File: config.mk
export PLATFORM = sky130hd
export DESIGN_NAME = ue1_seq
export DESIGN_NICKNAME = d
export VERILOG_FILES = /design/src/rtl/ue1_seq.sv
export SDC_FILE = /design/constraint.sdc
export NUM_CORES = 1
export LEC_CHECK = 0
export ABC_CLOCK_PERIOD_IN_PS = 2600
export CORE_MARGIN = 3
export CORE_UTILIZATION = 55
export CTS_CLUSTER_SIZE = 14
export DETAILED_ROUTE_END_ITERATION = 16
export PLACE_DENSITY = 0.9
export SLEW_MARGIN = 10
export SYNTH_ARGS = -nofsm -noshare
export SYNTH_HDL_FRONTEND = slang
export SYNTH_SLANG_ARGS = --single-unit
File: constraint.sdc
create_clock -name clk -period 2.6 [get_ports clk]
set_clock_uncertainty 0.1 [all_clocks]
set_input_delay 0.52 -clock clk [delete_from_list [all_inputs] [get_ports clk]]
set_output_delay 0.52 -clock clk [all_outputs]
set_load 0.02 [all_outputs]
File: src/rtl/ue1_seq.sv
// ---------------------------------------------------------------------------
// ue1_seq
// Instruction sequencer for the UE-1 core. Holds the program counter, a
// one-deep fetch register and a 4-entry return-address stack. The core
// raises jmp / rtn / skip for the instruction currently sitting in the
// fetch register; the sequencer redirects the PC and squashes the word
// being fetched by loading NOP0 (0x00) into the fetch register.
//
// Ports
//   clk        in   1  system clock
//   rst_n      in   1  asynchronous active-low reset
//   en         in   1  run enable, 0 freezes all state and ignores strobes
//   imem_data  in   8  instruction word {op, arg} read at imem_addr
//   jmp        in   1  jump to {arg, 4'h0}, pushing the return address
//   rtn        in   1  return to the address on top of the stack
//   skip       in   1  discard the next instruction
//   imem_addr  out  8  program counter
//   instr_op   out  4  opcode field of the fetch register
//   instr_arg  out  4  operand field of the fetch register
//   stk_err    out  1  sticky stack overflow / underflow flag
//   sp         out  3  stack occupancy 0..4
// ---------------------------------------------------------------------------
module ue1_seq (
    input  logic       clk,
    input  logic       rst_n,
    input  logic       en,
    input  logic [7:0] imem_data,
    input  logic       jmp,
    input  logic       rtn,
    input  logic       skip,
    output logic [7:0] imem_addr,
    output logic [3:0] instr_op,
    output logic [3:0] instr_arg,
    output logic       stk_err,
    output logic [2:0] sp
);

    localparam logic [7:0] NOP0   = 8'h00;
    localparam logic [2:0] SP_MAX = 3'd4;

    logic [7:0] r_pc;
    logic [7:0] r_instr;
    logic [7:0] r_stk [0:3];
    logic [2:0] r_sp;
    logic       r_err;

    // Index of the top-of-stack entry. Only used when r_sp is 1..4, and the
    // 2-bit wrap turns sp=4 (low bits 00) into index 3.
    logic [1:0] w_top;
    assign w_top = r_sp[1:0] - 2'd1;

    always_ff @(posedge clk or negedge rst_n) begin
        if (!rst_n) begin
            r_pc    <= 8'h00;
            r_instr <= NOP0;
            r_sp    <= 3'd0;
            r_err   <= 1'b0;
            for (int i = 0; i < 4; i++) begin
                r_stk[i] <= 8'h00;
            end
        end else if (en) begin
            if (jmp) begin
                // r_pc already points past the jumping instruction, so it is
                // the correct return address.
                r_pc    <= {r_instr[3:0], 4'h0};
                r_instr <= NOP0;
                if (r_sp == SP_MAX) begin
                    // Full stack: drop the oldest entry to make room.
                    r_stk[0] <= r_stk[1];
                    r_stk[1] <= r_stk[2];
                    r_stk[2] <= r_stk[3];
                    r_stk[3] <= r_pc;
                    r_err    <= 1'b1;
                end else begin
                    r_stk[r_sp[1:0]] <= r_pc;
                    r_sp             <= r_sp + 3'd1;
                end
            end else if (rtn) begin
                r_instr <= NOP0;
                if (r_sp == 3'd0) begin
                    r_pc  <= 8'h00;
                    r_err <= 1'b1;
                end else begin
                    r_pc <= r_stk[w_top];
                    r_sp <= r_sp - 3'd1;
                end
            end else if (skip) begin
                r_pc    <= r_pc + 8'd1;
                r_instr <= NOP0;
            end else begin
                r_pc    <= r_pc + 8'd1;
                r_instr <= imem_data;
            end
        end
    end

    assign imem_addr = r_pc;
    assign instr_op  = r_instr[7:4];
    assign instr_arg = r_instr[3:0];
    assign stk_err   = r_err;
    assign sp        = r_sp;

endmodule

Word-level counts from Yosys, hierarchy flattened

Cells that the tools add are included.

Memories: 0
Input port bits: 14
Output and inout port bits: 20
Memory bits (read-only): 0
Word-level logic and storage cells: 49
Register bits: 52
Bits in latches: 0
RAM bits: 0

Magnitude comparators: 3
Reduce and logical (&&, ||, !) cells: 7
Shift operators: 0
Add/sub/neg operators: 4
Bitwise logic cells: 2
Div/mod/pow operators: 0
Mux-type cells: 21
Multipliers: 0
Equality and inequality tests: 4

Operator list:

| kind                | count |
|---|---|
| $mux 8              | 9 |
| $bwmux 32           | 1 |
| $mux 32             | 1 |
| $bmux 8 s2          | 1 |
| $demux 8 s2         | 1 |
| $mux 3              | 4 |
| $add 8x1->8 const B | 1 |
| $reduce_and 4->1    | 2 |
| $ge 3x3->1 const B  | 2 |
| $not 2->3           | 2 |
| $mux 1              | 4 |
| $ne 2x2->1 const B  | 2 |
| $reduce_bool 2->1   | 2 |
| $add 3x1->3 const B | 1 |
| $eq 3x3->1 const B  | 1 |
| $logic_not 3->1     | 1 |
| $lt 3x1->1 const B  | 1 |
| $sub 3x1->3 const B | 1 |
| $ne 2x1->1 const B  | 1 |
| $reduce_and 2->1    | 1 |
| $sub 2x1->2 const B | 1 |
| $logic_and 1x1->1   | 1 |

Logic depth before layout (Yosys ltp)

Gate-level depths: netlist (run 1).

Depth after elaboration: 8
Gate-level depth with buffers: 7
Mapped depth without buffers: 6

Worst setup path after synthesis (run 1)

OpenSTA, ideal clock, no wires.

Kind: register to register
Start point: register r_sp[0] (netlist: sp[0])
End point: register r_pc[1] (netlist: imem_addr[1])
Data required time: 2374 ps
Setup time: 126 ps
Buffers on the path: 2
Cell stages (with the launch flop): 7
Clock period less this slack: 2288 ps
Path slack: 312 ps
Data arrival time: 2062 ps
Cell sequence: dfrtp_1 > buf_2 > inv_1 > ha_1 > buf_6 > mux4_2 > a221o_1

Word-level cells in the longest chain between the ends: 8
Elaborated cells on any way between the ends: 9
Those cells by class: add/sub: 1; mux: 6; bitwise: 1; reduce/logical: 1

RTL lines:

| item                                       | RTL line | text |
|---|---|---|
| start: declaration                         | 44       | `logic [2:0] r_sp;` |
| start signal: assignment                   | 76       | `r_sp <= r_sp + 3'd1;` |
| start signal: assignment                   | 85       | `r_sp <= r_sp - 3'd1;` |
| $sub 2x1->2                                | 50       | `assign w_top = r_sp[1:0] - 2'd1;` |
| via w_top[0]                               | 49       | `logic [1:0] w_top;` |
| $not 2->3 (not written as such)            | 84       | `r_pc <= r_stk[w_top];` |
| $bmux 8 s2                                 | 84       |  |
| $mux 8 (not written as such) (2 in series) | 84       |  |
| $mux 8                                     | 80       | `if (r_sp == 3'd0) begin` |
| $mux 8                                     | 78       | `end else if (rtn) begin` |
| $mux 8                                     | 62       | `if (jmp) begin` |
| end signal: assignment                     | 65       | `r_pc <= {r_instr[3:0], 4'h0};` |
| end signal: assignment                     | 84       |  |
| end signal: assignment                     | 88       | `r_pc <= r_pc + 8'd1;` |
| end: declaration                           | 41       | `logic [7:0] r_pc;` |

The timed path passes the listed nets, and every way through them passes these cells. The select of a mux whose other input is x is not followed.
A chain may end at the register's enable or synchronous reset.

Final worst setup path (run 1)

Start point: register r_sp[1] (netlist: sp[1])
End point: register r_pc[4] (netlist: imem_addr[4])

Word-level cells in the longest chain between the ends: 8
Elaborated cells on any way between the ends: 9
Those cells by class: add/sub: 1; mux: 6; bitwise: 1; reduce/logical: 1

RTL lines:

| item                                       | RTL line |
|---|---|
| $sub 2x1->2                                | 50 |
| $not 2->3 (not written as such)            | 84 |
| $bmux 8 s2                                 | 84 |
| $mux 8 (not written as such) (2 in series) | 84 |
| $mux 8 *                                   | 80 |
| $mux 8 *                                   | 78 |
| $mux 8 *                                   | 62 |

Mark *: on every way between the ends. The rest lies on a longest branch, timed or not. The select of a mux whose other input is x is not followed.

==> results of run 1 <==
per-stage QoR:
step	utilization, %	setup WS, ps
final	67.7	279
after global routing	67.7	123
after CTS	67.7	292
after detailed placement	65.5	227
after global placement	65.5	301
after floorplan	-	312
cells by family (layout without fill, tap and decap cells):
logic type               Yosys count  in the layout  synth area share (%)
buffers and inverters             30             64                  4.97
adder cells (fa/ha/maj)            6              6                  3.01
multiplexers                      24             24                  13.3
AO/OA/AOI/OAI                     82             82                  18.4
AND/OR/NAND/NOR                   74             74                  12.5
flip-flops                        52             52                  47.4
XOR/XNOR                           1              1                 0.319
routing by layer:
layer | vias up | global-route usage (%) | wire length, um
li1 | 1028 | - | -
met1 | 1090 | 30.8 | 2830
met2 | 94 | 39.6 | 3230
met3 | 6 | 6.26 | 472
met4 | 0 | 8.70 | 53
met5 | - | 0 | 0
critical path: stages, from the launching register on:
cell	delay, ps
dfrtp_1	480
inv_1	100
ha_1	610
mux4_2	590
a221o_1	310
what timing repair did:
action	in CTS	in global routing
buffers inserted	0	0
hold endpoints to repair	5	0
hold buffers	1	0
power by group:
| part | leakage (nW) | switching (W) | internal [W] | total (W) |
|---|---|---|---|---|
| logic | 0.692 | 0.000882 | 0.000874 | 0.00176 |
| registers | 0.647 | 0.000332 | 0.00113 | 0.00146 |
| clock network | 0.0510 | 0.000265 | 0.000213 | 0.000478 |
| total | 1.39 | 0.00148 | 0.00221 | 0.00369 |
state kept, by name, indices dropped and copies added, names as in the netlist:
name and cells:
stk_err 1, r_stk 32, r_instr 8, imem_addr 8, sp 3
cell type report:
| type | count | share of cell area, % |
|---|---|---|
| clock buffer | 6 | 2.55 |
| clock inverter | 2 | 0.309 |
| inverter | 12 | 1.39 |
| multi-input combinational | 187 | 40.3 |
| sequential | 52 | 40.2 |
| tap | 67 | 2.59 |
| timing repair buffer | 44 | 12.7 |
cells in the final DEF, fill, tap and decap left out, types with 4 or more instances in the layout:
cell type	count
ha_1	5
o22ai_1	19
mux2_2	7
dfrtp_1	52
clkbuf_8	6
inv_1	12
o21ai_0	22
mux4_1	4
nor2_1	18
nand2_1	36
buf_4	10
mux2i_1	8
clkdlybuf4s50_1	32
a21oi_1	22
mux4_2	4
final timing paths:
| kind | startpoint | to | slack (ps) | depth (start not counted) |
|---|---|---|---|---|
| max in group asynchronous | rst_n | r_stk[14]$_DFFE_PN0P_ | 1350 | 3 |
| worst max register to register | sp[1]$_DFFE_PN0P_ | imem_addr[4]$_DFFE_PN0P_ | 280 | 4 |
| worst max-delay path | sp[1]$_DFFE_PN0P_ | imem_addr[4]$_DFFE_PN0P_ | 280 | 4 |
| worst min register to register | stk_err$_DFFE_PN0P_ | stk_err$_DFFE_PN0P_ | 380 | 1 |
| min in group asynchronous | rst_n | r_instr[2]$_DFFE_PN0P_ | 470 | 2 |
| worst min-delay path | stk_err$_DFFE_PN0P_ | stk_err$_DFFE_PN0P_ | 380 | 1 |
==> results.sh, run 1 <==
export IMPL_fillers=364
export IMPL_ys_dominant_reg_cell="dfrtp_1"
export IMPL_die_h_um=76.6
export IMPL_ant_nets=0
export IMPL_h_tree_depth=2
export IMPL_gp_congestion=0.840
export IMPL_rsz0062_at_grt="no"
export IMPL_clock_latency_ps=310
export IMPL_wl_mm=6.59
export IMPL_drc=0
export IMPL_syn_nets=289
export IMPL_coreArea_um2=4790
export IMPL_stdcell_area_um2=3240
export IMPL_grt_use_total_pct=24.1
export IMPL_fin_crit_sh_pct=89.3
export IMPL_ys_warn_count=0
export IMPL_cts_buffers=5
export IMPL_die_x_um=76.6
export IMPL_antenna_cells=0
export IMPL_worst_setup_path_type="flop to flop"
export IMPL_synth_most_common_cell="dfrtp_1"
export IMPL_timing_setup_tns_ps=0
export IMPL_vias_per_cell=5.99
export IMPL_yosysSeqAreaShare_pct=47.4
export IMPL_period_minus_slack_ps=2320
export IMPL_synth_ff_latch_count=52
export IMPL_dpl_cell_count=361
export IMPL_vias=2218
export IMPL_dieArea_um2=5870
export IMPL_tritoncts="built"
export IMPL_finalSetupViolCount=0
export IMPL_synth_edf_count=0
export IMPL_syn_area_um2=2740
export IMPL_tightest_slew_ps=498
export IMPL_grt_pass1_vias=2324
export IMPL_yosys_area_top_type_share_pct=47.4
export IMPL_synthArstFlopShare_pct=100
export IMPL_outcome="finished clean"
export IMPL_peakVddDrop_mv=0.541
export IMPL_ios=34
export IMPL_hp_class="flop to flop"
export IMPL_synth_cells=269
export IMPL_max_cap_viol_count=0
export IMPL_nets=322
export IMPL_synth_top_cells_by_area="dfrtp_1 47%, nand2_1 4.9%, o22ai_1 4.3%"
export IMPL_start_kind="flop"
export IMPL_drv_slew=0
export IMPL_finalHoldViolCount=0
export IMPL_firstDrtPassIters=4
export IMPL_synth_largest_area_cell="dfrtp_1"
export IMPL_relSlewSlack_pct=66.8
export IMPL_leakagePower_nw=1.39
export IMPL_cts_resized_gates=0
export IMPL_fin_total_pwr_w=0.00369
export IMPL_portBuffers=33
export IMPL_multiInputGateArea_um2=1310
export IMPL_syn_avg_cell_area_um2=10.2
export IMPL_area_delta_synth_final_pct=18.1
export IMPL_antenna_found_initial=0
export IMPL_pwr_density_cell_nw_per_um2=1140
export IMPL_yosys_cell_types_count=47
export IMPL_grt_first_pass_wirelength_mm=11.3
export IMPL_layout_area_seq_um2=1300
export IMPL_max_freq_mhz=431
export IMPL_arrival_ps=2410
export IMPL_final_cells=370
export IMPL_dp_hpwl_mm=4.50
export IMPL_cp_end_kind="flop"
export IMPL_row_count=25
export IMPL_cts_num_sinks=52
export IMPL_dr_first_iter_drc_count=234
export IMPL_clock_path_buffers=2
export IMPL_critical_path_required_ps=2690
export IMPL_wire_per_inst_um=17.8
export IMPL_cts_root_buf="clkbuf_8"
export IMPL_hold_ws_ps=383
export IMPL_placed_area_um2=3140
export IMPL_start_util_pct=57.3
export IMPL_synthTopCellsByCount="52 x dfrtp_1, 36 x nand2_1, 22 x a21oi_1, 22 x o21ai_0, 19 x o22ai_1"
export IMPL_drive_above_1_share_pct=12.5
export IMPL_path_clk_slew_ps=100
export IMPL_grt_overflow_total=0
export IMPL_grt_max_degree=30
export IMPL_crit_path_max_fanout=8
No activity file was read; power rests on OpenSTA's default activity.
==> run 2: changes to the inputs <==
ABC_CLOCK_PERIOD_IN_PS = not set   (was 2600)
SLEW_MARGIN = 20   (was 10)
==> results of run 2 <==
Final layout, timing and power as in run 1 (identical DEF).
==> run 3: changes to the inputs <==
CTS_BUF_LIST = sky130_fd_sc_hd__clkbuf_8 sky130_fd_sc_hd__clkbuf_16   (was not set)
MAX_ROUTING_LAYER = met4   (was not set)
==> run 3 against run 2 <==
Against the previous run:
- fmax grew 0.34%
- sequential power is essentially flat
- sequential share of layout area is the same
- critical path depth is the same
- core utilization is the same
- register-to-register slack is essentially flat
- final cell count is the same
- worst hold slack is essentially flat
- sequential cell count is the same
- combinational power is essentially flat
- highest routed layer unchanged
==> results.sh, run 3 (synthesis results as in run 1) <==
export IMPL_outcome="finished clean"
export IMPL_arrival_ps=2400
export IMPL_vias_per_cell=6.03
export IMPL_antenna_found_initial=0
export IMPL_critical_path_required_ps=2690
export IMPL_rrSetupSlack_ps=290
export IMPL_start_kind="flop"
export IMPL_max_freq_mhz=432
export IMPL_drc=0
export IMPL_vias=2231
export IMPL_gp_congestion=0.853
export IMPL_worst_setup_path_type="flop to flop"
export IMPL_ant_nets=0
export IMPL_drv_slew=0
export IMPL_pwr_density_cell_nw_per_um2=1140
export IMPL_r2r_end="imem_addr[4]$_DFFE_PN0P_"
export IMPL_peakVddDrop_mv=0.535
export IMPL_dieArea_um2=5870
export IMPL_drive_above_1_share_pct=12.5
export IMPL_tightest_slew_ps=494
export IMPL_hp_class="flop to flop"
export IMPL_area_delta_synth_final_pct=18.1
export IMPL_cp_end_kind="flop"
export IMPL_dr_first_iter_drc_count=229
export IMPL_relSlewSlack_pct=67.0
export IMPL_path_delay_family="adder cells"
export IMPL_rsz0062_at_grt="no"
export IMPL_portBuffers=33
export IMPL_cp_slowest_cell="ha_1"
export IMPL_final_common_cell="dfrtp_1"
export IMPL_finalHoldViolCount=0
export IMPL_cts_setup_buffers=0
export IMPL_nets=322
export IMPL_min_to="stk_err$_DFFE_PN0P_"
export IMPL_max_cap_viol_count=0
export IMPL_cts_root_buf="clkbuf_8"
export IMPL_critPathMaxStageDelay_ps=600
export IMPL_final_cells=370
export IMPL_grt_max_degree=30
export IMPL_worstHoldStart="stk_err$_DFFE_PN0P_"
export IMPL_tritoncts="built"
export IMPL_cp_buffers_inverters=1
export IMPL_crit_path_max_fanout=8
export IMPL_wire_per_inst_um=17.7
export IMPL_r2r_cells=4
export IMPL_dpl_cell_count=361
export IMPL_cts_buffers=5
export IMPL_antenna_cells=0
export IMPL_grt_use_total_pct=24.8
export IMPL_coreArea_um2=4790
export IMPL_fillers=364
export IMPL_grt_first_pass_wirelength_mm=11.3
export IMPL_largest_reg_flops=32
export IMPL_fin_crit_sh_pct=89.0
export IMPL_start_util_pct=57.3
export IMPL_path_clk_slew_ps=100
export IMPL_ios=34
export IMPL_final_cell_mix="52 x dfrtp_1, 36 x nand2_1, 32 x clkdlybuf4s50_1"
export IMPL_crit_cells=4
export IMPL_regMostFlops="r_stk"
export IMPL_die_x_um=76.6
export IMPL_period_minus_slack_ps=2310
export IMPL_row_count=25
export IMPL_r2r_start="sp[1]$_DFFE_PN0P_"
export IMPL_cts_num_sinks=52
export IMPL_dp_hpwl_mm=4.50
export IMPL_leakagePower_nw=1.39
export IMPL_timing_setup_tns_ps=0
export IMPL_wl_mm=6.55
export IMPL_die_h_um=76.6
export IMPL_crit_chain="inv_1, ha_1, mux4_2, a221o_1"
export IMPL_clock_path_buffers=2
export IMPL_grt_pass1_vias=2327
export IMPL_h_tree_depth=2
export IMPL_cts_resized_gates=0
export IMPL_hold_depth=1
export IMPL_grt_overflow_total=0
export IMPL_firstDrtPassIters=4
export IMPL_finalSetupViolCount=0
export IMPL_clock_latency_ps=310
==> run 3: cell counts in the layout (fill, tap and decap cells not counted) <==
No cell type changed its count.
==> run 3: metrics by stage <==
stage	util (%)	total power [W]	area (um^2)	hold WS, ps	setup slack (ps)
5_1_grt	67.7	0.00395	3240	405	124
3_3_place_gp	65.5	0.00313	3140	248	301
3_5_place_dp	65.5	0.00320	3140	252	227
2_1_floorplan	-	0.00267	2740	124	312
4_1_cts	67.7	0.00368	3240	382	292
6_report	67.7	0.00368	3240	383	286
==> run 3: worst max-delay path by stage <==
stage | from | slack, ps | endpoint
global route | sp[1]$_DFFE_PN0P_ | 120 | imem_addr[2]$_DFFE_PN0P_
global placement | jmp | 300 | sp[2]$_DFFE_PN0P_
detailed placement | jmp | 230 | sp[2]$_DFFE_PN0P_
finish | sp[1]$_DFFE_PN0P_ | 290 | imem_addr[4]$_DFFE_PN0P_
floorplan | sp[0]$_DFFE_PN0P_ | 310 | imem_addr[1]$_DFFE_PN0P_
CTS | sp[1]$_DFFE_PN0P_ | 290 | imem_addr[4]$_DFFE_PN0P_
==> run 3: power by group <==
part	internal, W	total, W	switching [W]
Combinational	0.000873	0.00175	0.000872
Sequential	0.00113	0.00146	0.000332
Clock	0.000213	0.000479	0.000266
==> run 3: per-layer routing <==
layer  vias to the layer above  wire length, um  GRT usage, %
met4                         0               67          8.70
met2                       116             3190          39.7
met5                         -                0             -
met1                      1074             2780          30.8
met3                        11              509          6.26
li1                       1030                -             -
==> run 3: cell type report <==
cell class                 instances  area, um^2  share of cell area (%)
multi-input combinational        187        1310                    40.3
clock inverter                     2        10.0                   0.309
clock buffer                       6        82.6                    2.55
timing repair buffer              44         410                    12.7
sequential                        52        1300                    40.2
inverter                          12        45.0                    1.39
tap                               67        83.8                    2.59
==> run 3: repair_timing <==
item	CTS	global route
endpoints found under the setup margin	0	0
hold endpoints to repair	5	0
hold buffers	1	0
